## config.mk

```make
export PLATFORM = sky130hd
export DESIGN_NAME = vpu_fp_dst_port
export DESIGN_NICKNAME = d
export VERILOG_FILES = /design/src/rtl/vpu_fp_dst_port.sv
export SDC_FILE = /design/constraint.sdc
export NUM_CORES = 1
export LEC_CHECK = 0
export CELL_PAD_IN_SITES_DETAIL_PLACEMENT = 1
export CELL_PAD_IN_SITES_GLOBAL_PLACEMENT = 1
export CORE_ASPECT_RATIO = 0.6
export CORE_MARGIN = 1
export CORE_UTILIZATION = 40
export DETAILED_ROUTE_END_ITERATION = 10
export GPL_TIMING_DRIVEN = 1
export PLACE_DENSITY_LB_ADDON = 0.1
export SLEW_MARGIN = 20
export SYNTH_ARGS = -nofsm -noshare
export SYNTH_HDL_FRONTEND = slang
export SYNTH_SLANG_ARGS = --single-unit
```

## constraint.sdc

```tcl
create_clock -name clk -period 2.9 [get_ports clk]
set_input_delay 0.725 -clock clk [delete_from_list [all_inputs] [get_ports clk]]
set_output_delay 0.725 -clock clk [all_outputs]
set_load 0.05 [all_outputs]
```

## src/rtl/vpu_fp_dst_port.sv

```systemverilog
// rtl/vpu_fp_dst_port.sv - VPU destination port: buffers ALU results and streams them to SRAM
//
// Purpose:
//   Accepts float ALU results through a valid/ready handshake into a small
//   FIFO. Drains the FIFO to consecutive SRAM word addresses through one write
//   port with backpressure. The controller arms a transfer with a base address
//   and an element count. done_o pulses once, the cycle after the last write
//   handshake.
//
// Ports:
//   clk, rst            clock, synchronous active-high reset
//   start_i             one-cycle start pulse (honoured only in IDLE)
//   base_addr_i         first SRAM address, sampled on accepted start
//   elem_cnt_i          number of results to write, sampled on accepted start
//   result_i            ALU result data
//   result_valid_i      ALU result valid
//   result_ready_o      port accepts a result this cycle
//   sram_wr_en_o        SRAM write request
//   sram_wr_addr_o      SRAM write address
//   sram_wr_data_o      SRAM write data
//   sram_wr_ready_i     SRAM accepts the write this cycle
//   busy_o              transfer in progress
//   done_o              one-cycle completion pulse
module vpu_fp_dst_port #(
    parameter int OPERAND_WIDTH = 16,
    parameter int ADDR_WIDTH    = 10,
    parameter int CNT_WIDTH     = 11,
    parameter int FIFO_DEPTH    = 4
) (
    input  logic                     clk,
    input  logic                     rst,
    input  logic                     start_i,
    input  logic [ADDR_WIDTH-1:0]    base_addr_i,
    input  logic [CNT_WIDTH-1:0]     elem_cnt_i,
    input  logic [OPERAND_WIDTH-1:0] result_i,
    input  logic                     result_valid_i,
    output logic                     result_ready_o,
    output logic                     sram_wr_en_o,
    output logic [ADDR_WIDTH-1:0]    sram_wr_addr_o,
    output logic [OPERAND_WIDTH-1:0] sram_wr_data_o,
    input  logic                     sram_wr_ready_i,
    output logic                     busy_o,
    output logic                     done_o
);

    localparam int PTR_W = $clog2(FIFO_DEPTH);

    typedef enum logic [1:0] {
        ST_IDLE,
        ST_RUN,
        ST_DONE
    } state_t;

    state_t                   state_q, state_d;
    logic [ADDR_WIDTH-1:0]    base_q, base_d;
    logic [CNT_WIDTH-1:0]     elem_cnt_q, elem_cnt_d;
    logic [CNT_WIDTH-1:0]     acc_cnt_q, acc_cnt_d;
    logic [CNT_WIDTH-1:0]     wr_cnt_q, wr_cnt_d;
    // Pointers carry one extra bit so full and empty can be told apart.
    logic [PTR_W:0]           wptr_q, wptr_d;
    logic [PTR_W:0]           rptr_q, rptr_d;
    logic [OPERAND_WIDTH-1:0] mem_q [FIFO_DEPTH];
    // Last address/data shown on the write port, held while the FIFO is empty.
    logic [ADDR_WIDTH-1:0]    last_addr_q, last_addr_d;
    logic [OPERAND_WIDTH-1:0] last_data_q, last_data_d;

    logic                     fifo_empty;
    logic                     fifo_full;
    logic                     push;
    logic                     pop;
    logic [ADDR_WIDTH-1:0]    head_addr;
    logic [OPERAND_WIDTH-1:0] head_data;

    assign fifo_empty = (wptr_q == rptr_q);
    assign fifo_full  = (wptr_q[PTR_W] != rptr_q[PTR_W]) &&
                        (wptr_q[PTR_W-1:0] == rptr_q[PTR_W-1:0]);

    // Ready depends only on registered state; it never looks at the SRAM side,
    // so a pop cannot open a slot for a push in the same cycle.
    assign result_ready_o = (state_q == ST_RUN) && !fifo_full && (acc_cnt_q < elem_cnt_q);
    assign push           = result_valid_i && result_ready_o;

    assign sram_wr_en_o   = !fifo_empty;
    assign pop            = sram_wr_en_o && sram_wr_ready_i;

    // Address wraps modulo 2^ADDR_WIDTH by truncation.
    assign head_addr      = base_q + ADDR_WIDTH'(wr_cnt_q);
    assign head_data      = mem_q[rptr_q[PTR_W-1:0]];

    assign sram_wr_addr_o = fifo_empty ? last_addr_q : head_addr;
    assign sram_wr_data_o = fifo_empty ? last_data_q : head_data;

    assign busy_o         = (state_q != ST_IDLE);
    assign done_o         = (state_q == ST_DONE);

    always_comb begin
        state_d     = state_q;
        base_d      = base_q;
        elem_cnt_d  = elem_cnt_q;
        acc_cnt_d   = acc_cnt_q;
        wr_cnt_d    = wr_cnt_q;
        wptr_d      = wptr_q;
        rptr_d      = rptr_q;
        last_addr_d = sram_wr_addr_o;
        last_data_d = sram_wr_data_o;

        if (push) begin
            wptr_d = wptr_q + (PTR_W+1)'(1);
        end
        if (pop) begin
            rptr_d = rptr_q + (PTR_W+1)'(1);
        end

        case (state_q)
            ST_IDLE: begin
                if (start_i) begin
                    base_d     = base_addr_i;
                    elem_cnt_d = elem_cnt_i;
                    acc_cnt_d  = '0;
                    wr_cnt_d   = '0;
                    state_d    = (elem_cnt_i == '0) ? ST_DONE : ST_RUN;
                end
            end
            ST_RUN: begin
                if (push) begin
                    acc_cnt_d = acc_cnt_q + CNT_WIDTH'(1);
                end
                if (pop) begin
                    wr_cnt_d = wr_cnt_q + CNT_WIDTH'(1);
                    if (wr_cnt_d == elem_cnt_q) begin
                        state_d = ST_DONE;
                    end
                end
            end
            ST_DONE: begin
                state_d = ST_IDLE;
            end
            default: begin
                state_d = ST_IDLE;
            end
        endcase
    end

    always_ff @(posedge clk) begin
        if (rst) begin
            state_q     <= ST_IDLE;
            base_q      <= '0;
            elem_cnt_q  <= '0;
            acc_cnt_q   <= '0;
            wr_cnt_q    <= '0;
            wptr_q      <= '0;
            rptr_q      <= '0;
            last_addr_q <= '0;
            last_data_q <= '0;
        end else begin
            state_q     <= state_d;
            base_q      <= base_d;
            elem_cnt_q  <= elem_cnt_d;
            acc_cnt_q   <= acc_cnt_d;
            wr_cnt_q    <= wr_cnt_d;
            wptr_q      <= wptr_d;
            rptr_q      <= rptr_d;
            last_addr_q <= last_addr_d;
            last_data_q <= last_data_d;
        end
    end

    // Storage needs no reset: empty pointers hide stale entries.
    always_ff @(posedge clk) begin
        if (push) begin
            mem_q[wptr_q[PTR_W-1:0]] <= result_i;
        end
    end

endmodule

```

==> results of run 1 <==
[per-stage QoR]
step | util | area (sq um)
6_report | 0.534 | 8720
3_5_place_dp | 0.487 | 7970
3_3_place_gp | 0.487 | 7970
5_1_grt | 0.534 | 8720
4_1_cts | 0.527 | 8620
2_1_floorplan | - | 6760
[sequential cells by signal, summed over array words and instances, names as in the netlist, 10 cells and up, named ones only]
register     count
acc_cnt_q       11
base_q          10
elem_cnt_q      11
last_addr_q     10
last_data_q     16
mem_q           64
wr_cnt_q        11
[layer usage]
metal / wire length, microns / up-vias / track usage
li1: - / 2388 / -
met1: 9420 / 2506 / 0.312
met2: 8340 / 75 / 0.361
met3: 595 / 12 / 0.0480
met4: 138 / 0 / 0.0506
met5: 0 / - / 0
[Yosys cell counts (all sizes together) (3+ instances only)]
cell	instances	area, sq um
dfxtp	79	1580
nand2	67	251
edfxtp	64	1920
a21oi	59	295
nor2	30	113
nor2b	28	175
ha	26	325
clkbuf	25	93.8
mux2	23	259
mux4	16	360
inv	15	56.3
or3	15	101
mux2i	14	140
nand3	13	70.1
o21ai	13	65.1
xnor2	13	114
xor2	13	114
and2	10	63.8
buf	10	57.6
nand4	10	62.6
and3	8	50.1
a21o	7	52.6
nand2b	6	37.5
a211oi	4	30.0
nand3b	4	30.0
nor4	4	25.0
and4	3	26.3
nor3	3	15.0
or4	3	27.5
[power groups by stage]
stage	clock (mW)	combinational, mW	sequential, mW
2_1_floorplan	0	0.958	2.28
3_3_place_gp	0	1.48	2.30
3_5_place_dp	0	1.52	2.30
4_1_cts	2.12	1.56	2.26
5_1_grt	2.20	1.67	2.27
6_report	2.08	1.58	2.26
[layout make-up]
| cell class | instances | area [sq um] |
|---|---|---|
| clock buffer | 19 | 433 |
| fill | 1737 | 7630 |
| timing repair buffer | 115 | 1170 |
| sequential | 143 | 3510 |
| multi-input combinational | 416 | 3150 |
| tap | 228 | 285 |
| inverter | 15 | 56.3 |
| clock inverter | 13 | 114 |
[logic make-up (layout without fill, tap and decap cells)]
kind of cell | after synthesis | count (layout) | share of synthesized area
DFF | 143 | 143 | 0.520
AOI/OAI and AO/OA | 102 | 102 | 0.0913
adders and majority gates | 27 | 27 | 0.0512
xor gates and xnor gates | 26 | 26 | 0.0338
buffers and inverters | 50 | 162 | 0.0308
and+or+nand+nor | 208 | 208 | 0.161
muxes | 53 | 53 | 0.113
[worst max path at each step]
stage | startpoint | to | slack [ns] | cells after the start
2_1_floorplan | elem_cnt_q[8] | result_ready_o | -0.11 | 7
3_3_place_gp | base_q[0] | sram_wr_addr_o[8] | 0.03 | 9
3_5_place_dp | base_q[0] | sram_wr_addr_o[6] | -0.03 | 9
4_1_cts | base_q[0] | sram_wr_addr_o[6] | -0.29 | 9
5_1_grt | base_q[0] | sram_wr_addr_o[8] | -0.37 | 9
6_report | base_q[0] | sram_wr_addr_o[6] | -0.25 | 9
[critical path, stage by stage (launching register included)]
cell      delay, ns
dfxtp_2        0.34
ha_4           0.16
fa_2           0.34
a21o_1         0.18
a21oi_2        0.19
o21bai_1       0.12
a21oi_2        0.17
mux2i_2        0.29
nor2_2         0.07
buf_6          0.15
[timing repair]
item	CTS	global route
buffers inserted	6	3
hold buffers	0	0
resized for setup	18	22
pin swaps	8	8
setup endpoints to repair	18	24
cloned	0	0
==> qor.csv, run 1 <==
stage,metric,value,unit
synth,cells after synthesis,609,
drt,routed len/inst,19.5,microns
place,placed cell count,908,
status,outcome,"finished, violations left",
drt,"antenna viol nets, final",0,
place,DP Wirelength,12.9,mm
worst_setup_path,worst reg-to-reg setup slack,0.31,ns
clock_tree,TritonCTS Buffers,17,
sta,Final Max Slew Viols,0,
layout,"commonest non-fill, non-tap cell in the layout",dfxtp_1,
synth,synthesized area per cell,11.1,sq um
status,failing checks,negative setup slack,
synth,syn_nets,678,
worst_setup_path,reg2reg path depth,9,
clock_tree,htree depth,4,
pwr,Flop pwr share,0.382,
sta,worst setup margin,-0.254,ns
sta,fin crit share,1.09,
floorplan,Die X,170,microns
layout,most frequent cells in the layout,"dfxtp_1 (72), nand2_1 (67), edfxtp_1 (64), buf_4 (54), a21oi_1 (49)",
sta,Final Hold Slack,0.464,ns
floorplan,Starting Density,0.412,
layout,Layout area overhead,29.4,%
worst_setup_path,"Data required, critical path",2.17,ns
floorplan,die height,103,microns
place,Final GP Congestion,0.836,
worst_setup_path,CP arrival,2.43,ns
pwr,combinational power share,0.267,
sta,maximum clock frequency,317,MHz
worst_setup_path,Worst setup SP type,flop,
worst_setup_path,CP Max Fanout,3,
synth,post-synthesis sequential area ratio,0.520,
hold_path,Hold Path Sink,base_q[7],
layout,Ant. Diodes,0,
synth,Async SR Flop Fraction,0,
synth,Synthesis Warnings,0,
floorplan,placement row count,36,
clock_tree,Root Driver,clkbuf_16,
grt,global route total overflow,0,
sta,Worst slew margin,0.604,
floorplan,area of the core,0.0164,sq mm
synth,Synth Flop Type,dfxtp_1,
drt,Post-Route WL,18.5,mm
layout,share of layout cells above drive strength 1,0.241,
grt,total track usage,0.224,
clock_tree,CTS tree,built,
sta,Tmin final,3.15,ns
sta,RSZ-0062 raised after global routing,true,
grt,antenna violations before repair,0,
pwr,P_leak,3.29,nW
clock_tree,# clock sinks,143,
layout,Layout Nets,777,
sta,setup violators final,7,
layout,final std cells w/o fill,949,
hold_path,worst hold path type,reg2reg,
worst_setup_path,endpoint class of the critical path,output port,
sta,Setup TNS,-1.20,ns
flow_run,max-cap viol count,0,
clock_tree,Clock Latency Late Sink,0.43,ns
pwr,part of the power in the clock network,0.351,
floorplan,die area,0.0174,sq mm
grt,largest net degree at the start of global routing,49,
drt,vias,4981,
hold_path,hold_sp,base_q[7],
pwr,P_int,4.05,mW
drt,vias per inst,5.25,
pwr,maximum VDD drop,0.452,mV
worst_setup_path,kind of critical path,reg2out,
sta,final hold vios,0,
place,worst slack at placement,-0.0277,ns
clock_tree,"Reg clk slew, reported paths",0.06,ns
worst_setup_path,r2r endpoint,state_q[0],
place,I/O Buffers,71,
synth,synthesized area,0.00674,sq mm
grt,vias in the first global route,5319,
pwr,pwr dens,679,mW/mm^2
synth,number of flops mapped to enable cells by yosys,64,
drt,residual DRC count,0,
sta,Least-Margin Pin Slew,0.589,ns
synth,"flops & latches, synth",143,
worst_setup_path,worst r2r src,wr_cnt_q[0],
drt,router iterations before antenna repair,4,
synth,Cell variety after synth,58,
pwr,NetSw,1.88,mW
grt,global-route wire length before repair,29.0,mm
drt,DR iter-0 viols,307,
pwr,total power,5.93,mW
pwr,switching share of power,0.317,
hold_path,hold depth,2,
clock_tree,clk buf depth,2,
sta,final setup skew,0.00932,ns
floorplan,I/O Pins,72,
Note: power is estimated with default switching activity, not from simulation.
==> run 2: changes to the inputs <==
--- a/config.mk
+++ b/config.mk
@@ -13,7 +13,7 @@
 export DETAILED_ROUTE_END_ITERATION = 10
 export GPL_TIMING_DRIVEN = 1
 export PLACE_DENSITY_LB_ADDON = 0.1
-export SLEW_MARGIN = 20
+export SLEW_MARGIN = 30
 export SYNTH_ARGS = -nofsm -noshare
 export SYNTH_HDL_FRONTEND = slang
 export SYNTH_SLANG_ARGS = --single-unit
==> results of run 2 <==
The final DEF is identical to that of run 1; final timing and power are the same.
